File: config.mk
export PLATFORM = sky130hd
export DESIGN_NAME = dmem_arbiter_flat
export DESIGN_NICKNAME = d
export VERILOG_FILES = /design/src/rtl/dmem_arb_pkg.sv /design/src/rtl/dmem_arbiter_if.sv /design/src/rtl/dmem_arb_pick.sv /design/src/rtl/dmem_arbiter.sv /design/src/flat_wrapper.sv
export SDC_FILE = /design/constraint.sdc
export NUM_CORES = 1
export LEC_CHECK = 0
export CAP_MARGIN = 20
export CORE_UTILIZATION = 42
export CTS_CLUSTER_SIZE = 14
export DETAILED_ROUTE_END_ITERATION = 8
export PLACE_DENSITY_LB_ADDON = 0.2
export SLEW_MARGIN = 20
export SYNTH_ARGS = -nofsm -noshare
export SYNTH_HDL_FRONTEND = slang
export SYNTH_SLANG_ARGS = --single-unit
File: constraint.sdc
create_clock -name clk -period 1.5 [get_ports clk]
set_input_delay 0.225 -clock clk [delete_from_list [all_inputs] [get_ports clk]]
set_output_delay 0.225 -clock clk [all_outputs]
set_load 0.02 [all_outputs]
File: src/rtl/dmem_arb_pkg.sv
// Shared types and widths for the DataMemory two-port arbiter.
package dmem_arb_pkg;

    localparam int unsigned ADDR_W = 16;
    localparam int unsigned DATA_W = 32;

    typedef enum logic [1:0] {
        IDLE   = 2'd0,
        ACCESS = 2'd1,
        DONE   = 2'd2
    } state_t;

    typedef logic port_id_t;

    typedef struct packed {
        logic              we;
        logic [ADDR_W-1:0] addr;
        logic [DATA_W-1:0] wdata;
    } acc_req_t;

endpackage

File: src/rtl/dmem_arbiter_if.sv
// Requester-side handshakes plus the DataMemory port of the arbiter.
interface dmem_arbiter_if;
    import dmem_arb_pkg::*;

    logic              req0,   req1;
    logic              we0,    we1;
    logic [ADDR_W-1:0] addr0,  addr1;
    logic [DATA_W-1:0] wdata0, wdata1;
    logic              gnt0,   gnt1;
    logic              done0,  done1;
    logic [DATA_W-1:0] rdata;
    logic [ADDR_W-1:0] mem_addr;
    logic              mem_we;
    logic [DATA_W-1:0] mem_wdata;
    logic [DATA_W-1:0] mem_rdata;

    modport slave (
        input  req0, req1, we0, we1, addr0, addr1, wdata0, wdata1, mem_rdata,
        output gnt0, gnt1, done0, done1, rdata, mem_addr, mem_we, mem_wdata
    );

    modport master (
        output req0, req1, we0, we1, addr0, addr1, wdata0, wdata1, mem_rdata,
        input  gnt0, gnt1, done0, done1, rdata, mem_addr, mem_we, mem_wdata
    );

endinterface

File: src/rtl/dmem_arb_pick.sv
// Winner selection between the two ports.
// DMEM_ARB_RR_EN defined: round-robin on ties; undefined: port 0 has fixed priority.
module dmem_arb_pick
    import dmem_arb_pkg::*;
(
    input  logic     req0,
    input  logic     req1,
    input  port_id_t last_gnt,
    output port_id_t win_c,
    output logic     valid_c
);

    assign valid_c = req0 | req1;

`ifdef DMEM_ARB_RR_EN
    // On a tie the port that did not win last time goes next.
    assign win_c = (req0 & req1) ? port_id_t'(~last_gnt) : port_id_t'(~req0);
`else
    logic unused_last_gnt;
    assign unused_last_gnt = last_gnt;
    assign win_c = port_id_t'(~req0);
`endif

endmodule

File: src/rtl/dmem_arbiter.sv
// Shares single-ported DataMemory between CPU (port 0) and a secondary requester (port 1).
// Tie-break policy selected by DMEM_ARB_RR_EN (round-robin when defined).
module dmem_arbiter
    import dmem_arb_pkg::*;
(
    input  logic           clk,
    input  logic           rst,
    dmem_arbiter_if.slave  bus
);

    state_t            state_q, state_d;
    port_id_t          port_q;
    port_id_t          last_gnt;
    port_id_t          win;
    logic              win_v;
    logic              take;
    acc_req_t          cur;
    acc_req_t          lat_q;
    logic              we_q;
    logic              gnt0_q, gnt1_q, done0_q, done1_q;
    logic              gnt0_d, gnt1_d, done0_d, done1_d;
    logic              rd_cap;
    logic [DATA_W-1:0] rdata_q;

    dmem_arb_pick u_pick (
        .req0     (bus.req0),
        .req1     (bus.req1),
        .last_gnt (last_gnt),
        .win_c    (win),
        .valid_c  (win_v)
    );

    assign cur = win ? acc_req_t'{we: bus.we1, addr: bus.addr1, wdata: bus.wdata1}
                     : acc_req_t'{we: bus.we0, addr: bus.addr0, wdata: bus.wdata0};

    // Next state and next registered outputs.
    always_comb begin
        state_d = state_q;
        take    = 1'b0;
        case (state_q)
            IDLE: begin
                if (win_v) begin
                    take    = 1'b1;
                    state_d = ACCESS;
                end
            end
            ACCESS: state_d = DONE;
            DONE: begin
                if (win_v) begin
                    take    = 1'b1;
                    state_d = ACCESS;
                end else begin
                    state_d = IDLE;
                end
            end
            default: state_d = IDLE;
        endcase
        gnt0_d  = take & (win == 1'b0);
        gnt1_d  = take & (win == 1'b1);
        done0_d = (state_q == ACCESS) & (port_q == 1'b0);
        done1_d = (state_q == ACCESS) & (port_q == 1'b1);
        rd_cap  = (state_q == ACCESS) & ~lat_q.we;
    end

    always_ff @(posedge clk) begin
        if (rst) begin
            state_q <= IDLE;
            port_q  <= 1'b0;
            lat_q   <= '0;
            we_q    <= 1'b0;
            gnt0_q  <= 1'b0;
            gnt1_q  <= 1'b0;
            done0_q <= 1'b0;
            done1_q <= 1'b0;
            rdata_q <= '0;
        end else begin
            state_q <= state_d;
            we_q    <= take & cur.we;
            gnt0_q  <= gnt0_d;
            gnt1_q  <= gnt1_d;
            done0_q <= done0_d;
            done1_q <= done1_d;
            if (take) begin
                port_q <= win;
                lat_q  <= cur;
            end
            if (rd_cap) rdata_q <= bus.mem_rdata;
        end
    end

`ifdef DMEM_ARB_RR_EN
    // Reset to port 1 so port 0 takes the first tie.
    always_ff @(posedge clk) begin
        if (rst)       last_gnt <= 1'b1;
        else if (take) last_gnt <= win;
    end
`else
    assign last_gnt = 1'b1;
`endif

    // A write in flight is cancelled the moment reset is seen.
    assign bus.mem_we    = we_q & ~rst;
    assign bus.mem_addr  = lat_q.addr;
    assign bus.mem_wdata = lat_q.wdata;
    assign bus.gnt0      = gnt0_q;
    assign bus.gnt1      = gnt1_q;
    assign bus.done0     = done0_q;
    assign bus.done1     = done1_q;
    assign bus.rdata     = rdata_q;

endmodule

File: src/flat_wrapper.sv
// flat-port wrapper written by rule: the top's interface ports become plain ports
module dmem_arbiter_flat import dmem_arb_pkg::*;
  (clk, rst, bus_req0, bus_req1, bus_we0, bus_we1, bus_addr0, bus_addr1, bus_wdata0, bus_wdata1, bus_mem_rdata, bus_gnt0, bus_gnt1, bus_done0, bus_done1, bus_rdata, bus_mem_addr, bus_mem_we, bus_mem_wdata);
  dmem_arbiter_if bus_i ();
  input  logic clk;
  input  logic rst;
  input wire logic [$bits(bus_i.req0)-1:0] bus_req0;
  input wire logic [$bits(bus_i.req1)-1:0] bus_req1;
  input wire logic [$bits(bus_i.we0)-1:0] bus_we0;
  input wire logic [$bits(bus_i.we1)-1:0] bus_we1;
  input wire logic [$bits(bus_i.addr0)-1:0] bus_addr0;
  input wire logic [$bits(bus_i.addr1)-1:0] bus_addr1;
  input wire logic [$bits(bus_i.wdata0)-1:0] bus_wdata0;
  input wire logic [$bits(bus_i.wdata1)-1:0] bus_wdata1;
  input wire logic [$bits(bus_i.mem_rdata)-1:0] bus_mem_rdata;
  output wire logic [$bits(bus_i.gnt0)-1:0] bus_gnt0;
  output wire logic [$bits(bus_i.gnt1)-1:0] bus_gnt1;
  output wire logic [$bits(bus_i.done0)-1:0] bus_done0;
  output wire logic [$bits(bus_i.done1)-1:0] bus_done1;
  output wire logic [$bits(bus_i.rdata)-1:0] bus_rdata;
  output wire logic [$bits(bus_i.mem_addr)-1:0] bus_mem_addr;
  output wire logic [$bits(bus_i.mem_we)-1:0] bus_mem_we;
  output wire logic [$bits(bus_i.mem_wdata)-1:0] bus_mem_wdata;
  assign bus_i.req0 = bus_req0;
  assign bus_i.req1 = bus_req1;
  assign bus_i.we0 = bus_we0;
  assign bus_i.we1 = bus_we1;
  assign bus_i.addr0 = bus_addr0;
  assign bus_i.addr1 = bus_addr1;
  assign bus_i.wdata0 = bus_wdata0;
  assign bus_i.wdata1 = bus_wdata1;
  assign bus_i.mem_rdata = bus_mem_rdata;
  assign bus_gnt0 = bus_i.gnt0;
  assign bus_gnt1 = bus_i.gnt1;
  assign bus_done0 = bus_i.done0;
  assign bus_done1 = bus_i.done1;
  assign bus_rdata = bus_i.rdata;
  assign bus_mem_addr = bus_i.mem_addr;
  assign bus_mem_we = bus_i.mem_we;
  assign bus_mem_wdata = bus_i.mem_wdata;
  dmem_arbiter u_core (.clk(clk), .rst(rst), .bus(bus_i));
endmodule
==> results of run 1 <==
kinds of logic (layout without fill, tap and decap cells):
family	count (synthesis)	after routing
AOI/OAI and AO/OA	51	51
DFF	89	89
muxes	81	81
and+or+nand+nor	125	125
buffers and inverters	90	253
layout make-up:
cell class              count  area, um2
fillers                   967       4010
multi-input cells         257       2420
repair buffers            234       2300
flip-flops and latches     89       1780
clock buffers              11        253
well taps                 140        175
clock inverters             5       30.0
inverters                   3       11.3
cell usage in the layout (no fill, tap or decap), drive strengths merged, types with 2 or more instances in the layout:
master | Yosys | layout
and2 | 2 | 2
buf | 76 | 18
clkbuf | 11 | 11
clkdlybuf4s50 | 0 | 132
clkinv | 0 | 3
clkinvlp | 0 | 2
dfxtp | 89 | 89
dlygate4sd2 | 0 | 80
dlymetal6s2s | 0 | 4
inv | 3 | 3
mux2i | 81 | 81
nand2b | 114 | 114
nor2 | 3 | 3
nor3b | 3 | 3
o32ai | 49 | 49
metal layers:
layer / vias up / GRT usage, % / wire [um]
met3: 10 / 5.20 / 968
li1: 1786 / - / -
met1: 1657 / 21.6 / 4500
met2: 125 / 34.6 / 5770
met5: - / 0 / 0
met4: 0 / 7.24 / 144
sequential cells by signal, indices dropped and copies added (netlist names):
signal	flops
u_core.bus.mem_wdata	32
u_core.bus.rdata	32
u_core.bus.mem_addr	16
u_core.state_q	2
u_core.bus.done0	1
u_core.bus.done1	1
u_core.bus.gnt0	1
u_core.bus.gnt1	1
u_core.lat_q	1
u_core.port_q	1
u_core.we_q	1
worst paths after layout:
check,slack [ns],from,endpoint
worst max-delay path,0.04,u_core.bus.gnt0,bus_gnt0
worst min-delay path,0.15,rst,u_core.port_q
worst max register to register,0.21,u_core.state_q[0],u_core.bus.mem_wdata[27]
worst min register to register,0.47,u_core.bus.rdata[17],u_core.bus.rdata[17]
stage by stage:
step	util, %	power, mW	hold WS (ns)
after floorplan	-	3.72	0.380
after global placement	61.8	4.39	0.448
after detailed placement	61.8	4.42	0.463
after CTS	63.4	6.44	0.150
after global routing	63.5	6.63	0.173
final	63.5	6.34	0.152
where the power goes:
| part | switching [mW] | internal, mW |
|---|---|---|
| clock | 0.911 | 1.20 |
| combinational | 0.736 | 0.859 |
| sequential | 0.0902 | 2.54 |
| total | 1.74 | 4.61 |
timing repair:
item                       in CTS  in global routing
setup endpoints to repair      80                  4
hold endpoints to repair        0                  0
hold buffers                    0                  0
gates resized for setup        80                  4
==> run_results.csv, run 1 <==
group,metric,value,unit
synthesis,synth_common_cells,"nand2b_1, dfxtp_1, mux2i_1",
synthesis,synth_edf_count,0,
clock_network,cts_setup_buffers,0,
synthesis,ys_ff_latch,89,
detailed_routing,postRouteAntennaNets,0,
clock_network,insertion_delay,0.33,ns
place,place_area,6780,um2
synthesis,async_flop_share,0,%
worst_setup_path,max_stage_delay,0.60,ns
synthesis,synth.area.top_cells,"dfxtp_1, mux2i_1, o32ai_2",
detailed_routing,drt_iter0_markers,81,
pwr,ir_drop,0.475,mV
clock_network,clockBufferDepth,2,
synthesis,synth.most_common_cell,"nand2b_1",
synthesis,synth_mux_area_share,16.9,%
sta,rsz0062_at_grt,"no",
worst_setup_path,cp_slowest_cell,"clkdlybuf4s50_1",
run,drv_cap,0,
clock_network,clkTransAtPathRegs,0.06,ns
floorplan,die-area,11900,um2
detailed_routing,route.detailed.drc,0,
global_routing,grt_pass1_wl,17.7,mm
finish,nets,728,
pwr,power.density,910,nW/um2
global_routing,gr-total-overflow,0,
clock_network,cts_root_buffer,"clkbuf_16",
sta,fin_crit,1.46,ns
synthesis,yosys.area_share.simple,16.2,%
hold_path,min_path_type,"input pin to flop",
synthesis,synth-seq-area-share,37.1,%
floorplan,die_h,109,um
finish,syn_to_final_growth,45.3,%
clock_network,tritoncts,"yes",
place,dp_hpwl,8.46,mm
worst_setup_path,startpoint_type,"flop",
synthesis,synth_top_area_cell,"dfxtp_1",
sta,min_period_over_period,97.1,%
pwr,leakage,2.95,nW
synthesis,syn-instance-count,436,
worst_setup_path,critical-path-top-delay-family,"buffers and inverters",
global_routing,grt_pass1_vias,3609,
finish,diodes,0,
global_routing,grt_max_degree,92,
sta,worst_slew_pin_slew,0.618,ns
finish,final_cells,739,
sta,max_slew_margin,58.8,%
finish,drive_gt1_share,14.0,%
finish,fin_area,6980,um2
worst_setup_path,cp.arrival,1.23,ns
synthesis,synth_ff_type,"dfxtp_1",
worst_setup_path,cp_cell_sequence,"clkdlybuf4s50_1",
detailed_routing,routed_wl,11.4,mm
worst_setup_path,crit_fanout,1,
sta,setup-tns-final,0,ns
global_routing,antenna_found_initial,0,
worst_setup_path,reg2reg_depth,3,
synthesis,synthesis.area,4800,um2
detailed_routing,via_per_inst,4.84,
worst_setup_path,worstSetupPathType,"flop to output pin",
synthesis,synth_top_area_share,37.1,%
worst_setup_path,path_depth,1,
sta,fin_skew,0.00482,ns
floorplan,ios,219,
hold_path,hold_depth,2,
detailed_routing,first_pass_iters,4,
sta,maxSlewViolCount,0,
floorplan,initial_utilization,43.7,%
place,gp_congestion,0.721,
synthesis,yosys_warnings,0,
synthesis,synth_fp_nets,570,
synthesis,synth_top_family_by_area,"compound AO/OA/AOI/OAI gates",
synthesis,netlist-cell-type-count,20,
outcome,status,"completed",
synthesis,avgSynthCellArea,11.0,um2
detailed_routing,wl_per_cell,15.4,um
sta,setup_violations,0,
sta,worst_slack,0.0434,ns
place,io_buffers,218,
global_routing,grt_util_all_layers,19.3,%
floorplan,core.rowCount,38,
worst_setup_path,cp-end-kind,"output pin",
floorplan,core-area,11000,um2
floorplan,fp.dieW,109,um
place,place_ws,0.0184,ns
sta,hold_viol_final,0,
synthesis,synth_compound_area_share,17.0,%
worst_setup_path,cp.required,1.27,ns
clock_network,htree_levels,3,
synthesis,synth_xor_area_share,0,%
detailed_routing,via_count,3578,
clock_network,clkSinkCount,89,
sta,max_freq,0.687,GHz
synthesis,synth_adder_area_share,0,%
worst_setup_path,cp_num_buf_inv,1,
place,dp_cells,723,
clock_network,numCtsBuffers,9,
Power figures use the tool's default switching activity.
==> run 2: changes to the inputs <==
--- a/config.mk
+++ b/config.mk
@@ -6,6 +6,7 @@
 export NUM_CORES = 1
 export LEC_CHECK = 0
 export CAP_MARGIN = 20
+export CORE_MARGIN = 2
 export CORE_UTILIZATION = 42
 export CTS_CLUSTER_SIZE = 14
 export DETAILED_ROUTE_END_ITERATION = 8
==> run 2 against run 1 <==
  * Fmax rose by 0.14%
  * Core utilization fell by 1.5 points
  * Worst setup slack improved by 0.0021 ns
  * Critical path depth did not move
  * Critical path type unchanged
  * Global-route usage fell by 0.47 points
  * Power fell by 0.47%
  * Non-clock buffer count fell by 2
==> run_results.csv, run 2 (synthesis gave the netlist of run 1 again) <==
group,metric,value,unit
global_routing,grt_pass1_vias,3751,
finish,final_cell_mix,"clkdlybuf4s50_1, nand2b_1, dfxtp_1",
finish,drive_gt1_share,13.4,%
global_routing,grt_max_degree,102,
sta,hold_viol_final,0,
place,dp_hpwl,8.59,mm
floorplan,core.rowCount,39,
finish,diodes,0,
floorplan,fp.dieW,111,um
detailed_routing,route.detailed.drc,0,
worst_setup_path,cp.required,1.27,ns
run,drv_cap,0,
global_routing,antenna_found_initial,0,
hold_path,min_path_type,"input pin to flop",
worst_setup_path,crit_fanout,1,
sta,fin_crit,1.45,ns
global_routing,gr-total-overflow,0,
finish,syn_to_final_growth,45.6,%
finish,fill_cells,981,
sta,max_freq,0.688,GHz
finish,nets,726,
place,place_area,6810,um2
sta,maxSlewViolCount,0,
clock_network,numCtsBuffers,9,
pwr,leakage,2.94,nW
finish,multi_input_comb_area,2420,um2
detailed_routing,drt_iter0_markers,113,
worst_setup_path,worstSetupPathType,"flop to output pin",
worst_setup_path,cp_cell_sequence,"clkdlybuf4s50_1",
worst_setup_path,cp_num_buf_inv,1,
floorplan,die_h,111,um
floorplan,ios,219,
outcome,status,"completed",
pwr,ir_drop,0.551,mV
pwr,power.density,903,nW/um2
clock_network,clkSinkCount,89,
place,gp_congestion,0.716,
worst_setup_path,cp-end-kind,"output pin",
sta,setup_violations,0,
sta,fin_skew,0.00837,ns
worst_setup_path,cp_slowest_cell,"clkdlybuf4s50_1",
clock_network,clkTransAtPathRegs,0.06,ns
clock_network,htree_levels,3,
clock_network,tritoncts,"yes",
sta,max_slew_margin,76.9,%
detailed_routing,routed_wl,11.5,mm
finish,fin_area,6990,um2
sta,setup-tns-final,0,ns
global_routing,grt_util_all_layers,18.8,%
worst_setup_path,cp.arrival,1.23,ns
worst_setup_path,max_stage_delay,0.60,ns
clock_network,clockBufferDepth,2,
clock_network,cts_setup_buffers,0,
worst_setup_path,critical-path-top-delay-family,"buffers and inverters",
sta,rsz0062_at_grt,"no",
sta,min_period_over_period,97.0,%
place,io_buffers,218,
global_routing,grt_pass1_wl,18.9,mm
floorplan,initial_utilization,42.6,%
detailed_routing,postRouteAntennaNets,0,
floorplan,die-area,12300,um2
clock_network,cts_root_buffer,"clkbuf_16",
detailed_routing,first_pass_iters,4,
floorplan,core-area,11300,um2
sta,worst_slew_pin_slew,0.337,ns
detailed_routing,wl_per_cell,15.6,um
detailed_routing,via_count,3586,
clock_network,insertion_delay,0.33,ns
finish,final_common_cell,"clkdlybuf4s50_1",
worst_setup_path,startpoint_type,"flop",
finish,regArea,1780,um2
detailed_routing,via_per_inst,4.85,
[run 2: cell count changes in the layout (fill, tap and decap cells not counted)]
| cell | before | now |
|---|---|---|
| clkbuf_1 | 0 | 2 |
| dlymetal6s2s_1 | 4 | 3 |
| dlygate4sd2_1 | 80 | 81 |
| clkinvlp_4 | 2 | 0 |
| buf_12 | 8 | 11 |
| buf_4 | 8 | 3 |
[run 2: path summary, 6_finish.rpt]
path,endpoint,slack [ns],cells past startpoint,from
worst max-delay path,bus_gnt0,0.05,1,u_core.bus.gnt0
worst max register to register,u_core.bus.mem_wdata[31],0.15,3,u_core.state_q[0]
worst min register to register,u_core.bus.done1,0.45,1,u_core.port_q
worst min-delay path,u_core.bus.rdata[13],0.31,3,rst
[run 2: layer usage]
layer	part of all wire, %	global-route usage (%)	up-vias
met5	0	0	-
met4	1.2	5.58	0
met1	41	21.8	1664
met3	8.3	7.00	9
met2	50	32.4	130
li1	-	-	1783
[run 2: stage by stage]
stage                     util (%)  total power [mW]  setup slack [ns]  instances  hold slack [ns]
after floorplan                  -              3.72             0.353        436            0.380
after global placement        60.4              4.40            0.0738        724            0.447
after detailed placement      60.4              4.44           0.00446        724            0.452
after CTS                     61.9              6.41           0.00163        740            0.287
after global routing          62.0              6.63            0.0111        740            0.335
final                         62.0              6.31            0.0455        740            0.309
[run 2: final cells by class]
cell class,instances,share of cell area (%)
multi-input cells,257,34.7
repair buffers,232,33.2
flip-flops and latches,89,25.5
clock buffers,13,3.72
well taps,143,2.56
clock inverters,3,0.215
inverters,3,0.161
[run 2: repair_timing]
item	4_1_cts	5_1_grt
gates resized for setup	81	3
setup endpoints to repair	81	3
hold buffers	0	0
endpoints found under the hold margin	0	0
[run 2: power breakdown]
group / switching (mW) / internal, mW
registers: 0.0875 / 2.54
logic: 0.744 / 0.867
clock network: 0.866 / 1.21
total: 1.70 / 4.62
